$ cat src/rtl/uart_rx_engine.sv
// uart_rx_engine: 16x-oversampled UART receiver. Synchronizes the serial line,
// finds the start edge, takes a 2-of-3 majority vote around each bit centre and
// delivers each DATA_WIDTH-bit word with parity/framing status and a valid strobe.
module uart_rx_engine #(
    parameter int DATA_WIDTH  = 8,
    parameter int PARITY_ODD  = 0,
    parameter int SYNC_STAGES = 2
) (
    input  logic                  clk,
    input  logic                  areset_n,
    input  logic                  clk_enable,
    input  logic                  parity_en,
    input  logic                  rx_uart,
    output logic [DATA_WIDTH-1:0] rx_data,
    output logic                  rx_data_valid,
    output logic                  rx_data_error,
    output logic                  parity_err,
    output logic                  frame_err,
    output logic                  break_det
);

    localparam int   IDX_W = $clog2(DATA_WIDTH);
    localparam logic ODD   = (PARITY_ODD != 0);

    typedef enum logic [2:0] {
        ST_IDLE,
        ST_START,
        ST_DATA,
        ST_PARITY,
        ST_STOP,
        ST_BREAK
    } state_t;

    state_t                  state_q;
    state_t                  state_d;
    logic [SYNC_STAGES-1:0]  sync_q;
    logic                    rxs;
    logic [3:0]              cnt;
    logic                    s7;
    logic                    s8;
    logic                    maj;
    logic                    mid_tick;
    logic                    end_tick;
    logic                    last_bit;
    logic [IDX_W-1:0]        bit_idx;
    logic [DATA_WIDTH-1:0]   shreg;
    logic                    par_en_q;
    logic                    par_err_q;

    assign rxs       = sync_q[SYNC_STAGES-1];
    assign maj       = (s7 & s8) | (s7 & rxs) | (s8 & rxs);
    assign mid_tick  = clk_enable && (cnt == 4'd9);
    assign end_tick  = clk_enable && (cnt == 4'd15);
    assign last_bit  = (bit_idx == IDX_W'(DATA_WIDTH - 1));
    assign break_det = (state_q == ST_BREAK);

    // Bring the asynchronous serial line into the clk domain; idle level is 1.
    always_ff @(posedge clk or negedge areset_n) begin
        if (!areset_n) begin
            sync_q <= '1;
        end else begin
            sync_q <= {sync_q[SYNC_STAGES-2:0], rx_uart};
        end
    end

    // State register.
    always_ff @(posedge clk or negedge areset_n) begin
        if (!areset_n) begin
            state_q <= ST_IDLE;
        end else begin
            state_q <= state_d;
        end
    end

    // Next-state decisions; every transition is taken on a baud tick.
    always_comb begin
        state_d = state_q;
        case (state_q)
            ST_IDLE:   if (clk_enable && !rxs) state_d = ST_START;
            ST_START: begin
                if (mid_tick && maj)   state_d = ST_IDLE;
                else if (end_tick)     state_d = ST_DATA;
            end
            ST_DATA:   if (end_tick && last_bit) state_d = par_en_q ? ST_PARITY : ST_STOP;
            ST_PARITY: if (end_tick) state_d = ST_STOP;
            // Decide at the stop-bit centre so the next start edge can resync early.
            ST_STOP:   if (mid_tick) state_d = (!maj && (shreg == '0)) ? ST_BREAK : ST_IDLE;
            ST_BREAK:  if (clk_enable && rxs) state_d = ST_IDLE;
            default:   state_d = ST_IDLE;
        endcase
    end

    // Tick counter, majority samples, data shift register and parity check.
    always_ff @(posedge clk or negedge areset_n) begin
        if (!areset_n) begin
            cnt       <= '0;
            s7        <= 1'b1;
            s8        <= 1'b1;
            bit_idx   <= '0;
            shreg     <= '0;
            par_en_q  <= 1'b0;
            par_err_q <= 1'b0;
        end else if (clk_enable) begin
            if (cnt == 4'd7) s7 <= rxs;
            if (cnt == 4'd8) s8 <= rxs;
            case (state_q)
                ST_IDLE: begin
                    // The detection tick counts as cnt = 0 of the start bit.
                    cnt <= rxs ? 4'd0 : 4'd1;
                    if (!rxs) begin
                        par_en_q <= parity_en;
                        bit_idx  <= '0;
                    end
                end
                ST_BREAK: cnt <= 4'd0;
                ST_DATA: begin
                    cnt <= cnt + 4'd1;
                    if (cnt == 4'd9)  shreg   <= {maj, shreg[DATA_WIDTH-1:1]};
                    if (cnt == 4'd15) bit_idx <= bit_idx + IDX_W'(1);
                end
                ST_PARITY: begin
                    cnt <= cnt + 4'd1;
                    if (cnt == 4'd9) par_err_q <= (((^shreg) ^ maj) != ODD);
                end
                default: cnt <= cnt + 4'd1;
            endcase
        end
    end

    // Output word and status, loaded together at the stop-bit decision.
    always_ff @(posedge clk or negedge areset_n) begin
        if (!areset_n) begin
            rx_data       <= '0;
            rx_data_valid <= 1'b0;
            parity_err    <= 1'b0;
            frame_err     <= 1'b0;
            rx_data_error <= 1'b0;
        end else begin
            rx_data_valid <= 1'b0;
            if ((state_q == ST_STOP) && mid_tick) begin
                rx_data       <= shreg;
                rx_data_valid <= 1'b1;
                parity_err    <= par_en_q & par_err_q;
                frame_err     <= ~maj;
                rx_data_error <= ~maj | (par_en_q & par_err_q);
            end
        end
    end

endmodule

$ cat config.mk
export PLATFORM = sky130hd
export DESIGN_NAME = uart_rx_engine
export DESIGN_NICKNAME = d
export VERILOG_FILES = /design/src/rtl/uart_rx_engine.sv
export SDC_FILE = /design/constraint.sdc
export NUM_CORES = 1
export LEC_CHECK = 0
export ABC_AREA = 1
export BUFFER_PORTS_ARGS = -buffer_cell sky130_fd_sc_hd__clkbuf_2
export CAP_MARGIN = 20
export CELL_PAD_IN_SITES_DETAIL_PLACEMENT = 1
export CELL_PAD_IN_SITES_GLOBAL_PLACEMENT = 2
export CORE_MARGIN = 1.5
export CORE_UTILIZATION = 30
export DETAILED_ROUTE_END_ITERATION = 10
export PLACE_DENSITY_LB_ADDON = 0.1
export SETUP_SLACK_MARGIN = 0.05
export SYNTH_ARGS = -nofsm -noshare
export SYNTH_HDL_FRONTEND = slang
export SYNTH_SLANG_ARGS = --single-unit
$ cat constraint.sdc
create_clock -name clk -period 3.8 [get_ports clk]
set_input_delay 0.19 -clock clk [delete_from_list [all_inputs] [get_ports clk]]
set_output_delay 0.19 -clock clk [all_outputs]
set_load 0.01 [all_outputs]
==> results of run 1 <==
==> how the worst min path moves through the flow <==
stage / start / end / slack (ns) / depth (start not counted)
6_report: areset_n / rx_data[2]$_DFFE_PN0P_ / 0.02 / 1
5_1_grt: areset_n / rx_data[5]$_DFFE_PN0P_ / 0.1 / 1
4_1_cts: areset_n / rx_data[5]$_DFFE_PN0P_ / 0.05 / 1
3_5_place_dp: rx_uart / sync_q[0]$_DFF_PN1_ / 0.28 / 1
3_3_place_gp: rx_uart / sync_q[0]$_DFF_PN1_ / 0.28 / 1
2_1_floorplan: areset_n / bit_idx[0]$_DFFE_PN0P_ / -0.11 / 0
==> per-stage QoR <==
stage / hold WS, ns / setup slack, ns / instance area (um^2)
floorplan: -0.106 / 2.46 / 1870
global placement: 0.278 / 2.23 / 2010
detailed placement: 0.283 / 2.20 / 2010
CTS: 0.0523 / 2.17 / 2100
global route: 0.0951 / 1.97 / 2100
finish: 0.0227 / 2.19 / 2100
==> logic make-up (layout without fill, tap and decap cells) <==
family,Yosys count,in the layout,synth area share [%]
xor+xnor,6,6,2.80
simple gates,103,103,25.4
fa+ha+maj,9,9,6.01
flops,36,36,48.3
compound gates,29,29,9.68
buf+inv,28,50,7.74
==> area by class of cell <==
class                      count  area [um^2]
sequential                    36          906
timing repair buffer          18         95.1
fill                         714         3890
clock inverter                 3         18.8
tap                           75         93.8
multi-input combinational    147          823
inverter                      24         97.6
clock buffer                   5         68.8
==> flip-flops by register name, summed over array words and instances, names as in the netlist <==
signal and flops:
rx_data 8, shreg 8, cnt 4, bit_idx 3
state_q 3, sync_q 2, frame_err 1, par_en_q 1
par_err_q 1, parity_err 1, rx_data_error 1, rx_data_valid 1
s7 1, s8 1
==> power breakdown <==
part           total [mW]  internal, mW  switching (mW)
Clock               0.271         0.128           0.143
Sequential          0.490         0.437          0.0535
Combinational       0.334         0.114           0.220
Total                1.10         0.679           0.416
==> placed cells by master (no fill, tap or decap), drive strengths merged <==
master	instances
dfstp	4
nor3	1
clkbuf	22
dfrtp	32
inv	22
a21oi	4
nand4	3
nand2	64
dlygate4sd3	1
ha	9
xnor2	2
xor2	4
nand3	15
o211ai	1
nor2	18
and2	2
clkinv	5
o21ai	24
==> layer usage <==
layer / vias to the layer above / wire length (um)
li1: 712 / -
met1: 691 / 1700
met2: 20 / 2180
met3: 12 / 109
met4: 0 / 103
met5: - / 0
==> metrics.txt, run 1 <==
final non-filler cell total ~300; total gr overflow 0; Synth top area share 42.7%; WP buf/inv 1; DR pass1 iterations 4; clk sinks 36; Worst Clk Skew 0.00953 ns; Critical Path Fanout Max 4; drt total wl 4100 um; power consumption 1.10 mW; Post-synth top flop dfrtp_1; Critical Path End Type register; initial antenna violation count 0; Yosys top cell by area dfrtp_1; count leader, synth nand2_1; via count 1,435; Clock Tree Buf Depth 2; CP Cell Sequence inv_1 -> ha_1 -> nand2_1 -> nor2_1 -> nand2_1 -> nand2_1 -> nand2_1 -> nand2_1 -> nand2_1 -> nand2_1 -> nand2_1; Post-Syn Instances 211; fin util 35.1%; vias in the first global route roughly 1.6k; layout cell share with drive strength beyond 1 roughly 24%; postcts setup bufs 0; reg2reg end state_q[0]$_DFFE_PN0P_; final setup TNS 0 ns; PortBufs 17; Final #Nets 246; Crit Path Category register to register; fin. max-slew vios 0; chip width 82.0 um; met1 Track Usage GR between 15 and 20%; initial DRC count 13; Inserted Diodes 0; worst reg2reg path depth 11; global routing usage on met2 26.4%; Root Driver clkbuf_8; EDFF count, synth 0; Top Family by Delay on Critical Path simple AND/OR/NAND/NOR gates; Worst setup SP type register; Setup-failing EPs final 0; die area between 6000 and 7000 um^2; GR Util met3 2.89%; CTS tree built; Tmin final 1.61 ns; first-pass GRT wire length 7260 um; fmax roughly 620 MHz; Reg2Reg Launch Point cnt[1]$_DFFE_PN0P_; GR peak layer met2; Final Hold Fails 0; Max-slew headroom 38.6%; Cell Area, Synth 1870 um^2; RSZ-0062 raised after global routing no; peak supply drop approximately 190 uV; Placed Instances approximately 300; crit path from cnt[1]$_DFFE_PN0P_; Clock Pin Slew Worst Setup and Hold Paths 0.08 ns; CP required 3.97 ns; Worst path max stage delay 0.39 ns; syn_area_per_cell 8.88 um^2; post-DP HPWL 3190 um; Worst EP arrival 1.78 ns; sequential area share after synthesis about 48%; status finished clean; internal reg-to-reg setup slack 2.19 ns; core area ~6000 um^2; Initial Util 31.3%; Vert. Die Dim approximately 80 um; Via density 4.66; Mapped Nets between 200 and 250; worst skew pair latency 0.28 ns; Ports 18; WP depth 11; final routed DRC violation total 0; Leak 1.01 nW; Slew @ Worst Pin 0.921 ns; PwrDens 521 nW/um^2; Critical Path Sink state_q[0]$_DFFE_PN0P_; period utilisation layout 42.3%; Routed Antenna Nets 0; GRT Total Usage roughly 14%; H-tree lvl count 2; Post-CTS Resized 0; Worst path slowest cell dfrtp_1; Ys Warns 0; CTS Hold Bufs 1; largest net degree at the start of global routing 37; CP most frequent cell nand2_1; min-delay worst type input port to asynchronous set/reset pin; Synth area leaders dfrtp_1, nand2_1, ha_1; number of CTS-inserted buffers 5; row cnt 28; area grow syn2layout 12.2%; Avg WL per Cell between 10 and 15 um; Yosys cell types 31; Routability Congestion 0.895; Seq cells post-synth 36; Post-synth top cells nand2_1, dfrtp_1, inv_1; asr flop ratio synth 100%; max-cap violations 0
Power figures use the tool's default switching activity.
==> run 2, diff against run 1 <==
Clock period 3.8 ns to 1.6 ns, I/O delays scaled along.
==> run 2 against run 1 <==
  * Sequential power grew 140%
  * Hold slack gained 0.020 ns
  * Final cell count grew 1.9%
  * Worst setup slack lost 2.0 ns
  * Design area grew 4.5%
  * Combinational power grew to 2.7 times the previous value
  * First-iteration DRC count grew to 4.1 times the previous value
  * Sequential cell count is the same
  * Largest cell class unchanged
  * Largest power group unchanged
==> metrics.txt, run 2 (synthesized netlist as in run 1, its figures left out) <==
status finished clean; Initial Util 31.3% (unchanged); GRT Total Usage 14.4% (+0.14 points); post-DP HPWL 3080 um (-3.4%); Max-slew headroom 68.7% (+30 points); CTS tree built; PortBufs 17 (unchanged); Critical Path End Type primary output; Ports 18 (unchanged); fillers 707 (-0.98%); total gr overflow 0 (unchanged); Worst EP arrival 1.36 ns (-0.42 ns); Reg2Reg Launch Point state_q[2]$_DFFE_PN0P_; max-cap violations 0 (unchanged); row cnt 28 (unchanged); Root Driver clkbuf_8; final routed DRC violation total 0 (unchanged); Routability Congestion 0.823 (-8.0%); clk sinks 36 (unchanged); Worst path max stage delay 0.48 ns (+0.09 ns); fin util 36.7% (+1.6 points); initial antenna violation count 0 (unchanged); drt total wl 4140 um (+0.98%); crit path from state_q[0]$_DFFE_PN0P_; die area 6730 um^2 (unchanged); Final Hold Fails 0 (unchanged); largest net degree at the start of global routing 37 (unchanged); first-pass GRT wire length 7090 um (-2.4%); Inserted Diodes 0 (unchanged); core area 5990 um^2 (unchanged); Critical Path Sink break_det; most frequent cells in the layout nand2_1, dfrtp_1, clkbuf_2, inv_1, nand3_1; most common cell after layout, fill and taps aside nand2_1; Largest regs rx_data: 8 flops, shreg: 8 flops, cnt: 4 flops; fmax between 600 and 700 MHz; worst reg2reg path depth 7 (-4); H-tree lvl count 2 (unchanged); Via density 4.54 (-2.5%); final hold slack 0.0430 ns (+0.0202 ns); DR pass1 iterations 4 (unchanged); reg2reg end bit_idx[0]$_DFFE_PN0P_; CP Cell Sequence buf_4 -> nand2_1 -> nor2_1 -> clkbuf_2; Slew @ Worst Pin 0.469 ns (-0.451 ns); initial DRC count 53 (+40); Reg area 906 um^2 (unchanged); layout cell share with drive strength beyond 1 28.9% (+4.8 points); CP required 1.52 ns (-2.45 ns); Avg WL per Cell 13.2 um (-0.95%); Critical Path Fanout Max 5 (+1); final setup TNS 0 ns (unchanged); min-delay worst type input port to register; vias in the first global route 1,532 (-5.5%); chip width 82.0 um (unchanged); multi-input logic area 848 um^2 (+3.0%); Routed Antenna Nets 0 (unchanged); Setup-failing EPs final 0 (unchanged); Worst path slowest cell dfrtp_1; worst skew pair latency 0.29 ns (about the same); internal reg-to-reg setup slack 0.17 ns (-2.02 ns); peak supply drop 447 uV (+140%); Clock Tree Buf Depth 2 (unchanged); Vert. Die Dim 82.0 um (unchanged); Leak 1.07 nW (+5.7%); Tmin final around 1.4 ns; Clock Pin Slew Worst Setup and Hold Paths 0.07 ns (about the same); Final #Nets 252 (+2.4%); number of CTS-inserted buffers 5 (unchanged); period utilisation layout 90.3%; Worst setup SP type register; Worst Clk Skew 0.00352 ns (-0.00601 ns); PwrDens 1300 nW/um^2 (+150%); area grow syn2layout 17.3%; Crit Path Category register to primary output; RSZ-0062 raised after global routing yes; via count 1,426 (-0.63%); fin. max-slew vios 0 (unchanged)
[run 2: cell types whose count changed in the layout (fill, tap and decap cells not counted), moves of 2 or more]
cell	previous run	this run
buf_4	0	5
inv_2	4	8
nand2_1	60	57
inv_1	17	13
nand2_2	3	5
[run 2: worst max-delay path: cells and delay by family (launching register included)]
kind          cells  cell delay [ns]
flops             1             0.48
buf+inv           2             0.35
simple gates      2             0.24
[run 2: what timing repair did]
item | 4_1_cts | 5_1_grt
resized for setup | 0 | 12
endpoints found under the hold margin | 33 | 0
hold buffers | 2 | 0
setup buffers | 0 | 1
endpoints found under the setup margin | 0 | 23
[run 2: layer usage]
layer  vias up  share of wire [%]  track usage [%]
li1        722                  -                -
met1       684                 43             16.4
met2        13                 52             25.8
met3         7                2.1             2.67
met4         0                2.0             7.12
met5         -                  0                0
[run 2: worst min path at each step]
stage,start,endpoint,slack [ns],cells past startpoint
finish,parity_en,par_en_q$_DFFE_PN0P_,0.04,3
global route,parity_en,par_en_q$_DFFE_PN0P_,0.04,3
CTS,parity_en,par_en_q$_DFFE_PN0P_,0.04,3
detailed placement,areset_n,rx_data[5]$_DFFE_PN0P_,0.16,2
global placement,areset_n,rx_data[5]$_DFFE_PN0P_,0.15,2
floorplan,areset_n,bit_idx[0]$_DFFE_PN0P_,-0.22,0
[run 2: cell type report]
class                      instances  area share (%)
tap                               75            4.27
timing repair buffer              24            6.49
multi-input combinational        147            38.6
sequential                        36            41.2
clock buffer                       6            3.30
inverter                          24            4.55
clock inverter                     2            1.59
[run 2: power by group]
group / leakage, nW / total, mW / internal (mW) / switching (mW)
Sequential: 0.479 / 1.16 / 1.04 / 0.124
Clock: 0.0552 / 0.797 / 0.463 / 0.335
Combinational: 0.533 / 0.899 / 0.333 / 0.567
[run 2: through the flow]
stage          instances  power [mW]  instance area [um^2]  setup WS, ns
2_1_floorplan        211        1.80                  1870         0.262
3_3_place_gp         303        2.01                  2040         0.135
3_5_place_dp         303        2.04                  2040        0.0595
4_1_cts              313        2.86                  2160        0.0557
5_1_grt              314        3.09                  2200       0.00836
6_report             314        2.86                  2200         0.155
